[config.mk]
export PLATFORM = sky130hd
export DESIGN_NAME = ps2_kbd_ctrl
export DESIGN_NICKNAME = d
export VERILOG_FILES = /design/src/rtl/ps2_pkg.sv /design/src/rtl/ps2_fifo.sv /design/src/rtl/ps2_kbd_ctrl.sv
export SDC_FILE = /design/constraint.sdc
export NUM_CORES = 1
export LEC_CHECK = 0
export CAP_MARGIN = 30
export CORE_MARGIN = 3
export CORE_UTILIZATION = 29
export DETAILED_ROUTE_END_ITERATION = 8
export GPL_TIMING_DRIVEN = 0
export PLACE_DENSITY = 0.48
export SLEW_MARGIN = 20
export SYNTH_ARGS = -nofsm -noshare
export SYNTH_HDL_FRONTEND = slang
export SYNTH_SLANG_ARGS = --single-unit
[constraint.sdc]
create_clock -name iClk -period 3 [get_ports iClk]
set_input_delay 0.9 -clock iClk [delete_from_list [all_inputs] [get_ports iClk]]
set_output_delay 0.9 -clock iClk [all_outputs]
set_load 0.005 [all_outputs]
[src/rtl/ps2_pkg.sv]
// ps2_pkg: port map, register bit positions and FSM states of the PS/2 keyboard controller
package ps2_pkg;
    localparam logic [11:0] PORT_DATA = 12'h060;
    localparam logic [11:0] PORT_CTRL = 12'h061;
    localparam logic [11:0] PORT_STAT = 12'h064;
    localparam int STAT_OBF = 0;
    localparam int STAT_OVF = 4;
    localparam int CTRL_ACK = 7;
    localparam int CTRL_CLKEN = 6;
    typedef enum logic [1:0] {S_IDLE, S_LOAD, S_FULL, S_HOLD} state_e;
endpackage

[src/rtl/ps2_fifo.sv]
// ps2_fifo: synchronous scancode FIFO; a push on a full FIFO is taken only when a pop frees a slot
module ps2_fifo #(
    parameter int DEPTH = 8
) (
    input  logic                     iClk,
    input  logic                     iRstN,
    input  logic                     push,
    input  logic [7:0]               push_data,
    input  logic                     pop,
    input  logic                     flush,
    output logic [7:0]               head,
    output logic                     full,
    output logic                     empty,
    output logic [$clog2(DEPTH):0]   count
);
    localparam int AW = $clog2(DEPTH);
    logic [7:0] mem_q [DEPTH];
    logic [AW-1:0] wr_ptr_q, wr_ptr_d, rd_ptr_q, rd_ptr_d;
    logic [AW:0] cnt_q, cnt_d;
    logic do_push, do_pop;
    always_comb begin
        do_pop = pop && !empty;
        do_push = push && (!full || do_pop);
        wr_ptr_d = flush ? '0 : wr_ptr_q + AW'(do_push);
        rd_ptr_d = flush ? '0 : rd_ptr_q + AW'(do_pop);
        cnt_d = flush ? '0 : cnt_q + (AW+1)'(do_push) - (AW+1)'(do_pop);
    end
    always_ff @(posedge iClk or negedge iRstN) begin
        if (!iRstN) begin
            wr_ptr_q <= '0;
            rd_ptr_q <= '0;
            cnt_q <= '0;
        end else begin
            wr_ptr_q <= wr_ptr_d;
            rd_ptr_q <= rd_ptr_d;
            cnt_q <= cnt_d;
        end
    end
    always_ff @(posedge iClk) begin
        if (do_push && !flush) mem_q[wr_ptr_q] <= push_data;
    end
    assign head = mem_q[rd_ptr_q];
    assign full = cnt_q == (AW+1)'(DEPTH);
    assign empty = cnt_q == '0;
    assign count = cnt_q;
endmodule

[src/rtl/ps2_kbd_ctrl.sv]
// ps2_kbd_ctrl: 8042-style keyboard port: scancode FIFO, 60h/64h read ports, 61h ack/clock-inhibit snoop
module ps2_kbd_ctrl import ps2_pkg::*; #(
    parameter int DEPTH = 8,
    parameter bit AUTO_ACK = 1'b0
) (
    input  logic        iClk,
    input  logic        iRstN,
    input  logic [19:0] iAddr,
    input  logic        iRd,
    input  logic        iWr,
    input  logic [7:0]  iWrData,
    input  logic [7:0]  iRxData,
    input  logic        iRxValid,
    output logic        oSel,
    output logic [7:0]  oData,
    output logic        oIrq,
    output logic        oPs2ClkLow
);
    state_e state_q, state_d;
    logic [7:0] out_q, out_d, data_q, data_d, fifo_head;
    logic obf_q, obf_d, ovf_q, ovf_d, sel_q, sel_d, clk_low_q, clk_low_d, run_q;
    logic wr_ctrl, rd_data, rd_stat, flush, ack, pop, push, drop, fifo_full, fifo_empty;
    logic [$clog2(DEPTH):0] fifo_cnt;
    logic unused_bits;
    assign unused_bits = ^{iAddr[19:12], iWrData[5:0], fifo_cnt};
    ps2_fifo #(.DEPTH(DEPTH)) u_fifo (
        .iClk(iClk), .iRstN(iRstN), .push(push), .push_data(iRxData), .pop(pop), .flush(flush),
        .head(fifo_head), .full(fifo_full), .empty(fifo_empty), .count(fifo_cnt)
    );
    always_comb begin
        wr_ctrl = iWr && iAddr[11:0] == PORT_CTRL;
        rd_data = iRd && iAddr[11:0] == PORT_DATA;
        rd_stat = iRd && iAddr[11:0] == PORT_STAT;
        flush = wr_ctrl && !iWrData[CTRL_CLKEN];
        ack = wr_ctrl && iWrData[CTRL_ACK];
        pop = state_q == S_LOAD && !flush;
        push = iRxValid && !clk_low_q && !flush;
        drop = push && fifo_full && !pop;
        out_d = pop ? fifo_head : out_q;
        state_d = state_q;
        obf_d = obf_q;
        if (flush) begin
            state_d = ack ? S_HOLD : S_IDLE;
            obf_d = 1'b0;
        end else begin
            case (state_q)
                S_IDLE: state_d = ack ? S_HOLD : (fifo_empty ? S_IDLE : S_LOAD);
                S_LOAD: begin
                    state_d = ack ? S_HOLD : S_FULL;
                    obf_d = !ack;
                end
                S_FULL: if (ack || (AUTO_ACK && rd_data)) begin
                    state_d = ack ? S_HOLD : S_IDLE;
                    obf_d = 1'b0;
                end
                S_HOLD: state_d = (wr_ctrl && !iWrData[CTRL_ACK]) ? S_IDLE : S_HOLD;
                default: state_d = S_IDLE;
            endcase
        end
        // a drop in the same cycle as a status read must survive to the next read
        ovf_d = flush ? 1'b0 : drop ? 1'b1 : rd_stat ? 1'b0 : ovf_q;
        sel_d = rd_data || rd_stat;
        data_d = rd_data ? out_q : rd_stat ? ((8'(ovf_q) << STAT_OVF) | (8'(obf_q) << STAT_OBF)) : 8'h00;
        clk_low_d = wr_ctrl ? !iWrData[CTRL_CLKEN] : clk_low_q && run_q;
    end
    always_ff @(posedge iClk or negedge iRstN) begin
        if (!iRstN) begin
            state_q <= S_IDLE;
            out_q <= '0;
            data_q <= '0;
            obf_q <= 1'b0;
            ovf_q <= 1'b0;
            sel_q <= 1'b0;
            clk_low_q <= 1'b1;
            run_q <= 1'b0;
        end else begin
            state_q <= state_d;
            out_q <= out_d;
            data_q <= data_d;
            obf_q <= obf_d;
            ovf_q <= ovf_d;
            sel_q <= sel_d;
            clk_low_q <= clk_low_d;
            run_q <= 1'b1;
        end
    end
    assign oSel = sel_q;
    assign oData = data_q;
    assign oIrq = obf_q;
    assign oPs2ClkLow = clk_low_q;
endmodule

==> flow_metrics.env, run 1 <==
export IMPL_antenna_found_initial=0
export IMPL_synth_most_common_cell="edfxtp_1"
export IMPL_finalClockSkew_ns=0.00817
export IMPL_ys_warn_count=0
export IMPL_wl_um=8140
export IMPL_drv_slew=0
export IMPL_status="complete, no violations"
export IMPL_worst_slack_ns=0.0906
export IMPL_criticalPathCategory="in2reg"
export IMPL_p_sw_uw=885
export IMPL_synth_seq_cells=97
export IMPL_ys_top_cells_by_count="edfxtp_1 (64), dfrtp_1 (32), nor2_1 (19)"
export IMPL_std_cell_rows=42
export IMPL_antennaDiodeCount=0
export IMPL_crit_fanout=8
export IMPL_cp_slowest_cell="clkdlybuf4s50_1"
export IMPL_vias=2223
export IMPL_p_int_uw=2650
export IMPL_cap_viol_max_count=0
export IMPL_combinationalPowerShare=0.167
export IMPL_drc=0
export IMPL_die_x_um=125
export IMPL_p_sw_frac=0.251
export IMPL_avgViaCountPerCell=4.56
export IMPL_start_kind="input pin"
export IMPL_seqCellArea_um2=2750
export IMPL_place_congestion=0.704
export IMPL_fillers=1273
export IMPL_synth_nets=299
export IMPL_ir_drop_uv=405
export IMPL_fin_crit_ns=2.91
export IMPL_pre_cts_ws_ns=-0.425
export IMPL_synth_top_area_frac=0.466
export IMPL_power_leakage_uw=0.00192
export IMPL_powerDensity_nw_per_um2=687
export IMPL_path_clk_slew_ns=0.07
export IMPL_multi_input_area_um2=1280
export IMPL_worst_pin_slew_ns=0.895
export IMPL_rsz0062_at_grt="no"
export IMPL_clockBufferDepth=2
export IMPL_drive_gt1_frac=0.161
export IMPL_drt_pass1_iterations=4
export IMPL_relSlewSlack=0.401
export IMPL_io_buffers=36
export IMPL_cts_buffers_inserted=9
export IMPL_cts_tree="yes"
export IMPL_overflow=0
export IMPL_postRouteAntennaNets=0
export IMPL_fin_crit_sh=0.970
export IMPL_synth_area_top_cells="edfxtp_1 (47%), dfrtp_1 (19%), mux4_1 (7.0%), mux2i_1 (2.9%), mux4_2 (2.7%)"
export IMPL_ys_types=42
export IMPL_grt_pass1_wl_um=13000
export IMPL_cts_hold_buf=0
export IMPL_track_usage=0.109
export IMPL_dp_hpwl_um=5630
export IMPL_cts_sink_count=97
export IMPL_hold_path_class="in2async"
export IMPL_syn_area_per_cell_um2=16.6
export IMPL_fp_dieH_um=125
export IMPL_grt_pass1_vias=2229
export IMPL_critical_path_max_stage_delay_ns=0.44
export IMPL_io_pins=52
export IMPL_max_freq_mhz=344
export IMPL_layout_nets=356
export IMPL_worstPathArrival_ns=3.12
export IMPL_cp_end_kind="register"
export IMPL_reg2reg_depth=6
export IMPL_drt_wirelength_per_cell_um=16.7
export IMPL_ys_seq_area_frac=0.667
export IMPL_clkPwrFrac=0.348
export IMPL_synthArstFlopShare=0.340
export IMPL_core_um2=13600
export IMPL_cts_root_buf="clkbuf_16"
export IMPL_cp_required_ns=3.22
export IMPL_dieArea_um2=15700
export IMPL_drt_iter0_drc=151
export IMPL_grt_max_degree=20
export IMPL_clkLatencyLatePin_ns=0.34
export IMPL_tns_ns=0
export IMPL_start_util=0.304
export IMPL_p_seq_frac=0.486
export IMPL_setup_viol=0
export IMPL_hold_viol=0
export IMPL_synth_top_cell_by_area="edfxtp_1"
export IMPL_htree_num_levels=3
export IMPL_ys_flop_type="edfxtp_1"
export IMPL_areaGrowthSynthToFinish_pct=24.8
export IMPL_reg2reg_from="u_fifo.count[2]"
export IMPL_path_cells="clkdlybuf4s50_1, nor4_4, nand4_4, buf_8, and2_1, ha_2, fa_1, xnor2_1, nor2_1"
export IMPL_synth_area_um2=4120
export IMPL_synth_edf_count=64
export IMPL_regToRegSetupSlack_ns=0.43
export IMPL_syn_inst=249
export IMPL_rr_endpoint="u_fifo.mem_q[7][2]"
-- layout by cell type, fill, tap and decap left out, types with 9 or more instances in the layout --
cell	synthesis	layout
and2_1	13	13
a31oi_1	10	10
mux2i_1	12	12
nor2_1	19	19
edfxtp_1	64	64
clkdlybuf4s50_1	0	35
mux4_1	11	11
a21oi_1	11	11
dfrtp_1	32	32
clkbuf_16	0	9
-- logic make-up after synthesis --
kind of cell	Yosys count	share of synthesized area
buffers and inverters	18	0.0267
AND/OR/NAND/NOR	65	0.102
AO/OA/AOI/OAI	26	0.0376
flip-flops	97	0.667
other	1	0.000910
multiplexers	28	0.127
adder cells (fa/ha/maj)	9	0.0291
XOR/XNOR	5	0.0106
-- worst max path at each step --
stage,end,cells after the start,slack [ns],startpoint
after floorplan,u_fifo.count[2],9,0.23,iAddr[2]
after global placement,u_fifo.mem_q[0][7],5,-0.82,iWrData[6]
after detailed placement,u_fifo.count[2],9,-0.42,iAddr[9]
after CTS,u_fifo.count[2],9,0.03,iAddr[10]
after global routing,u_fifo.count[2],9,0.009,iAddr[9]
final,u_fifo.count[2],9,0.09,iAddr[9]
-- flip-flops by register name (all words and copies together), names as in the netlist --
signal,cells
oIrq,1
ovf_q,1
oData,8
u_fifo.rd_ptr_q,3
oPs2ClkLow,1
oSel,1
u_fifo.mem_q,64
u_fifo.wr_ptr_q,3
state_q,2
out_q,8
run_q,1
u_fifo.count,4
-- power groups by stage --
| stage | clock network (µW) | registers [µW] | logic, µW |
|---|---|---|---|
| final | 1230 | 1720 | 589 |
| after global routing | 1320 | 1740 | 666 |
| after CTS | 1260 | 1720 | 601 |
| after detailed placement | 0 | 1740 | 598 |
| after global placement | 0 | 1740 | 557 |
| after floorplan | 0 | 1720 | 399 |
-- stage by stage --
stage | instances | util | instance area [µm²] | total power, µW | hold WS (ns)
floorplan | 249 | - | 4120 | 2120 | 0.453
global placement | 461 | 0.347 | 4700 | 2290 | 0.469
detailed placement | 466 | 0.352 | 4780 | 2340 | 0.465
CTS | 484 | 0.377 | 5110 | 3580 | 0.474
global route | 487 | 0.380 | 5150 | 3730 | 0.480
finish | 487 | 0.380 | 5150 | 3530 | 0.470
-- cell type report --
| cell class | count | area share |
|---|---|---|
| sequential | 97 | 0.534 |
| inverter | 8 | 0.00584 |
| multi-input combinational | 134 | 0.249 |
| tap | 176 | 0.0428 |
| clock buffer | 10 | 0.0445 |
| buffer | 10 | 0.0163 |
| timing repair buffer | 46 | 0.0897 |
| clock inverter | 6 | 0.0173 |
-- repair_timing --
item / in CTS / in global routing
pin swaps: 2 / 2
endpoints found under the hold margin: 0 / 0
gates resized for setup: 0 / 3
endpoints found under the setup margin: 2 / 2
setup buffers: 2 / 3
-- layer usage --
layer,vias to the layer above,GRT usage,wire [µm]
li1,1060,-,-
met1,1097,0.144,3780
met2,63,0.171,3850
met4,0,0.0313,34
met5,-,0,0
met3,3,0.0409,473
-- worst max-delay path, delay by kind of cell --
kind / cells / cell delay [ns]
fa+ha+maj: 2 / 0.58
xor+xnor: 1 / 0.17
buf+inv: 2 / 0.65
simple gates: 4 / 0.82
Note: power is estimated with default switching activity, not from simulation.
==> run 2: changes to the inputs <==
- CORE_ASPECT_RATIO: unset -> 1.1
==> flow_metrics.env, run 2 (synthesis results as in run 1) <==
export IMPL_reg2reg_from="u_fifo.count[2]"
export IMPL_start_util=0.298
export IMPL_drive_gt1_frac=0.158
export IMPL_p_sw_uw=882
export IMPL_dp_hpwl_um=5570
export IMPL_fin_crit_ns=2.82
export IMPL_layout_commonest_cell="edfxtp_1"
export IMPL_status="complete, no violations"
export IMPL_place_congestion=0.685
export IMPL_p_int_uw=2560
export IMPL_grt_max_degree=32
export IMPL_cts_sink_count=97
export IMPL_start_kind="input pin"
export IMPL_vias=2251
export IMPL_p_sw_frac=0.256
export IMPL_crit_fanout=6
export IMPL_wl_met1_um=3760
export IMPL_antennaDiodeCount=0
export IMPL_finalClockSkew_ns=0.00751
export IMPL_drt_iter0_drc=97
export IMPL_top_register="u_fifo.mem_q"
export IMPL_cts_root_buf="clkbuf_16"
export IMPL_clkLatencyLatePin_ns=0.34
export IMPL_antenna_found_initial=0
export IMPL_drv_slew=0
export IMPL_wl_um=8120
export IMPL_powerDensity_nw_per_um2=672
export IMPL_combinationalPowerShare=0.168
export IMPL_layout_common_cells="edfxtp_1 (64), clkdlybuf4s50_1 (32), dfrtp_1 (32)"
export IMPL_dieArea_um2=15700
export IMPL_pre_cts_ws_ns=-0.408
export IMPL_overflow=0
export IMPL_met2WireLength_um=3790
export IMPL_power_leakage_uw=0.00193
export IMPL_cp_end_kind="register"
export IMPL_tns_ns=0
export IMPL_track_usage=0.109
export IMPL_criticalPathCategory="in2reg"
export IMPL_clockBufferDepth=2
export IMPL_worst_slack_ns=0.182
export IMPL_grt_pass1_wl_um=12600
export IMPL_avgViaCountPerCell=4.52
export IMPL_drt_pass1_iterations=4
export IMPL_areaGrowthSynthToFinish_pct=24.1
export IMPL_drc=0
export IMPL_ir_drop_uv=267
export IMPL_cts_buffers_inserted=9
export IMPL_die_x_um=120
export IMPL_finalInstanceArea_um2=5120
export IMPL_drt_wirelength_per_cell_um=16.3
export IMPL_worst_pin_slew_ns=0.880
export IMPL_grt_pass1_vias=2279
export IMPL_path_clk_slew_ns=0.07
export IMPL_core_um2=13900
export IMPL_worstPathArrival_ns=3.03
export IMPL_io_buffers=36
export IMPL_cap_viol_max_count=0
export IMPL_wl_met3_um=412
export IMPL_route_top_layer_used="met4"
export IMPL_io_pins=52
export IMPL_clkPwrFrac=0.333
export IMPL_cts_tree="yes"
export IMPL_postRouteAntennaNets=0
export IMPL_fin_crit_sh=0.939
export IMPL_p_seq_frac=0.499
export IMPL_hold_path_class="in2async"
export IMPL_cp_required_ns=3.21
export IMPL_relSlewSlack=0.411
export IMPL_finalPower_uw=3440
export IMPL_max_freq_mhz=355
export IMPL_worstSetupStartpoint="iAddr[11]"
export IMPL_rsz0062_at_grt="no"
export IMPL_std_cell_rows=45
export IMPL_largest_reg_flops=64
export IMPL_hold_viol=0
export IMPL_setup_viol=0
export IMPL_place_area_um2=4770
export IMPL_htree_num_levels=3
export IMPL_layout_nets=355
export IMPL_fp_dieH_um=131
[run 2: worst max-delay path, cell delays in order]
cell and delay, ns:
clkdlybuf4s50_1 0.44, nor4_4 0.30, nand4_4 0.24, buf_8 0.21, and2_1 0.16, ha_2 0.20
fa_1 0.37, xnor2_1 0.15, nor2_1 0.05
[run 2: power by group through the flow]
stage               Combinational [µW]  Clock [µW]  Sequential, µW
floorplan                          399           0            1720
global placement                   559           0            1740
detailed placement                 585           0            1750
CTS                                591        1170            1720
global route                       665        1220            1740
finish                             576        1140            1720
[run 2: layout make-up]
cell class | count | area, µm²
timing repair buffer | 45 | 440
clock buffer | 10 | 229
sequential | 97 | 2750
clock inverter | 6 | 66.3
buffer | 10 | 83.8
fill | 1349 | 8730
multi-input combinational | 134 | 1280
inverter | 8 | 30.0
tap | 188 | 235
[run 2: final timing paths]
path / endpoint / slack (ns) / depth (start not counted)
setup reg to reg: u_fifo.mem_q[6][0] / 0.43 / 6
hold / removal: run_q / 0.35 / 1
min in group iClk: oPs2ClkLow / 0.48 / 2
hold reg to reg: oPs2ClkLow / 0.48 / 2
max in group asynchronous: oData[0] / 2.28 / 2
setup / recovery: u_fifo.count[2] / 0.18 / 9
[run 2: per-stage QoR]
stage          hold slack, ns  instances   util
6_report                0.347        498  0.369
5_1_grt                 0.335        498  0.369
4_1_cts                 0.336        495  0.366
3_5_place_dp            0.475        477  0.344
3_3_place_gp            0.467        473  0.341
2_1_floorplan           0.453        249      -
[run 2: what timing repair did]
action	CTS	global route
pin swaps	2	5
hold buffers	0	0
gates resized for setup	0	6
buffers inserted	2	3
setup endpoints to repair	1	17
[run 2: routing by layer]
metal / track usage / vias to the layer above
met1: 0.140 / 1119
met2: 0.172 / 54
li1: - / 1066
met3: 0.0279 / 12
met4: 0.0526 / 0
met5: 0 / -
==> run 3: changes to the inputs <==
- CAP_MARGIN: 30 -> unset
==> flow_metrics.env, run 3 (synthesis results as in run 1) <==
export IMPL_grt_max_degree=32
export IMPL_start_kind="input pin"
export IMPL_dp_hpwl_um=5510
export IMPL_reg2reg_from="u_fifo.count[2]"
export IMPL_io_buffers=36
export IMPL_io_pins=52
export IMPL_drt_pass1_iterations=4
export IMPL_status="complete, no violations"
export IMPL_worst_pin_slew_ns=0.923
export IMPL_rr_endpoint="u_fifo.mem_q[7][7]"
export IMPL_overflow=0
export IMPL_drv_slew=0
export IMPL_die_x_um=120
export IMPL_areaGrowthSynthToFinish_pct=23.7
export IMPL_cts_buffers_inserted=9
export IMPL_top_register="u_fifo.mem_q"
export IMPL_cts_hold_buf=0
export IMPL_vias=2224
export IMPL_path_clk_slew_ns=0.06
export IMPL_grt_pass1_vias=2341
export IMPL_powerDensity_nw_per_um2=662
export IMPL_hold_path_class="in2async"
export IMPL_power_leakage_uw=0.00192
export IMPL_start_util=0.298
export IMPL_postRouteAntennaNets=0
export IMPL_cp_end_kind="register"
export IMPL_cts_tree="yes"
export IMPL_clockBufferDepth=2
export IMPL_antenna_found_initial=0
export IMPL_clkLatencyLatePin_ns=0.34
export IMPL_largest_reg_flops=64
export IMPL_fin_crit_ns=2.85
export IMPL_layout_commonest_cell="edfxtp_1"
export IMPL_reg2reg_depth=6
export IMPL_cts_sink_count=97
export IMPL_hold_viol=0
export IMPL_std_cell_rows=45
export IMPL_core_um2=13900
export IMPL_layout_common_cells="edfxtp_1 (64), clkdlybuf4s50_1 (32), dfrtp_1 (32)"
export IMPL_fin_crit_sh=0.951
export IMPL_dieArea_um2=15700
export IMPL_relSlewSlack=0.383
export IMPL_layout_nets=354
export IMPL_setup_viol=0
export IMPL_finalClockSkew_ns=0.00514
export IMPL_crit_fanout=8
export IMPL_cp_endpoint="u_fifo.count[2]"
export IMPL_htree_num_levels=3
export IMPL_rsz0062_at_grt="no"
export IMPL_criticalPathCategory="in2reg"
export IMPL_cp_required_ns=3.21
export IMPL_avgViaCountPerCell=4.47
export IMPL_fp_dieH_um=131
export IMPL_drt_wirelength_per_cell_um=16.3
export IMPL_antennaDiodeCount=0
export IMPL_worstSetupStartpoint="iAddr[11]"
export IMPL_placed_cells=476
export IMPL_fillers=1347
export IMPL_worstPathArrival_ns=3.06
export IMPL_grt_pass1_wl_um=12800
export IMPL_track_usage=0.111
export IMPL_cap_viol_max_count=0
export IMPL_layout_cells_non_filler=497
export IMPL_regToRegSetupSlack_ns=0.43
export IMPL_wl_um=8100
export IMPL_max_freq_mhz=350
export IMPL_finalPower_uw=3370
export IMPL_cts_root_buf="clkbuf_16"
export IMPL_ir_drop_uv=228
export IMPL_drt_iter0_drc=85
export IMPL_drc=0
export IMPL_place_congestion=0.685
export IMPL_drive_gt1_frac=0.149
run 3: final cells by class:
class,instances,area (µm²),area share
Buffer,10,83.8,0.0164
Clock inverter,3,22.5,0.00442
Tap cell,188,235,0.0461
Inverter,8,30.0,0.00589
Multi-Input combinational cell,134,1280,0.251
Timing Repair Buffer,44,435,0.0854
Clock buffer,13,262,0.0513
Sequential cell,97,2750,0.539
run 3: how the worst min path moves through the flow:
stage	startpoint	endpoint	slack (ns)
floorplan	run_q	oPs2ClkLow	0.45
global placement	oPs2ClkLow	oPs2ClkLow	0.47
detailed placement	out_q[2]	oData[2]	0.48
CTS	iRstN	run_q	0.34
global route	iRstN	run_q	0.34
finish	iRstN	run_q	0.35
run 3: routing by layer:
metal / global-route usage / up-vias / part of all wire
li1: - / 1062 / -
met1: 0.141 / 1097 / 0.46
met2: 0.176 / 52 / 0.47
met3: 0.0296 / 13 / 0.055
met4: 0.0559 / 0 / 0.022
met5: 0 / - / 0
run 3: per-stage QoR:
step / cell area [µm²] / hold WS [ns] / setup slack [ns] / utilization / setup TNS [ns]
final: 5100 / 0.353 / 0.147 / 0.368 / 0
after global routing: 5100 / 0.336 / 0.0139 / 0.368 / 0
after CTS: 5060 / 0.336 / 0.0176 / 0.365 / 0
after detailed placement: 4760 / 0.475 / -0.413 / 0.344 / -16.70
after global placement: 4720 / 0.467 / -0.823 / 0.341 / -25.95
after floorplan: 4120 / 0.453 / 0.229 / - / 0
run 3: critical path: stages:
cell	delay, ns
clkdlybuf4s50_1	0.44
nor4_4	0.30
nand4_4	0.24
buf_8	0.21
and2_1	0.16
ha_1	0.23
fa_1	0.38
xnor2_1	0.15
nor2_1	0.06
run 3: timing repair:
action                                 in CTS  in global routing
endpoints found under the hold margin       0                  0
setup endpoints to repair                   1                 32
pin swaps                                   3                  4
gates resized for setup                     0                  5
setup buffers                               2                  3
cloned                                      0                  0
run 3: report_power, final:
group / total (µW) / switching [µW] / internal [µW]
combinational: 572 / 307 / 265
sequential: 1720 / 80.1 / 1640
clock: 1080 / 467 / 616
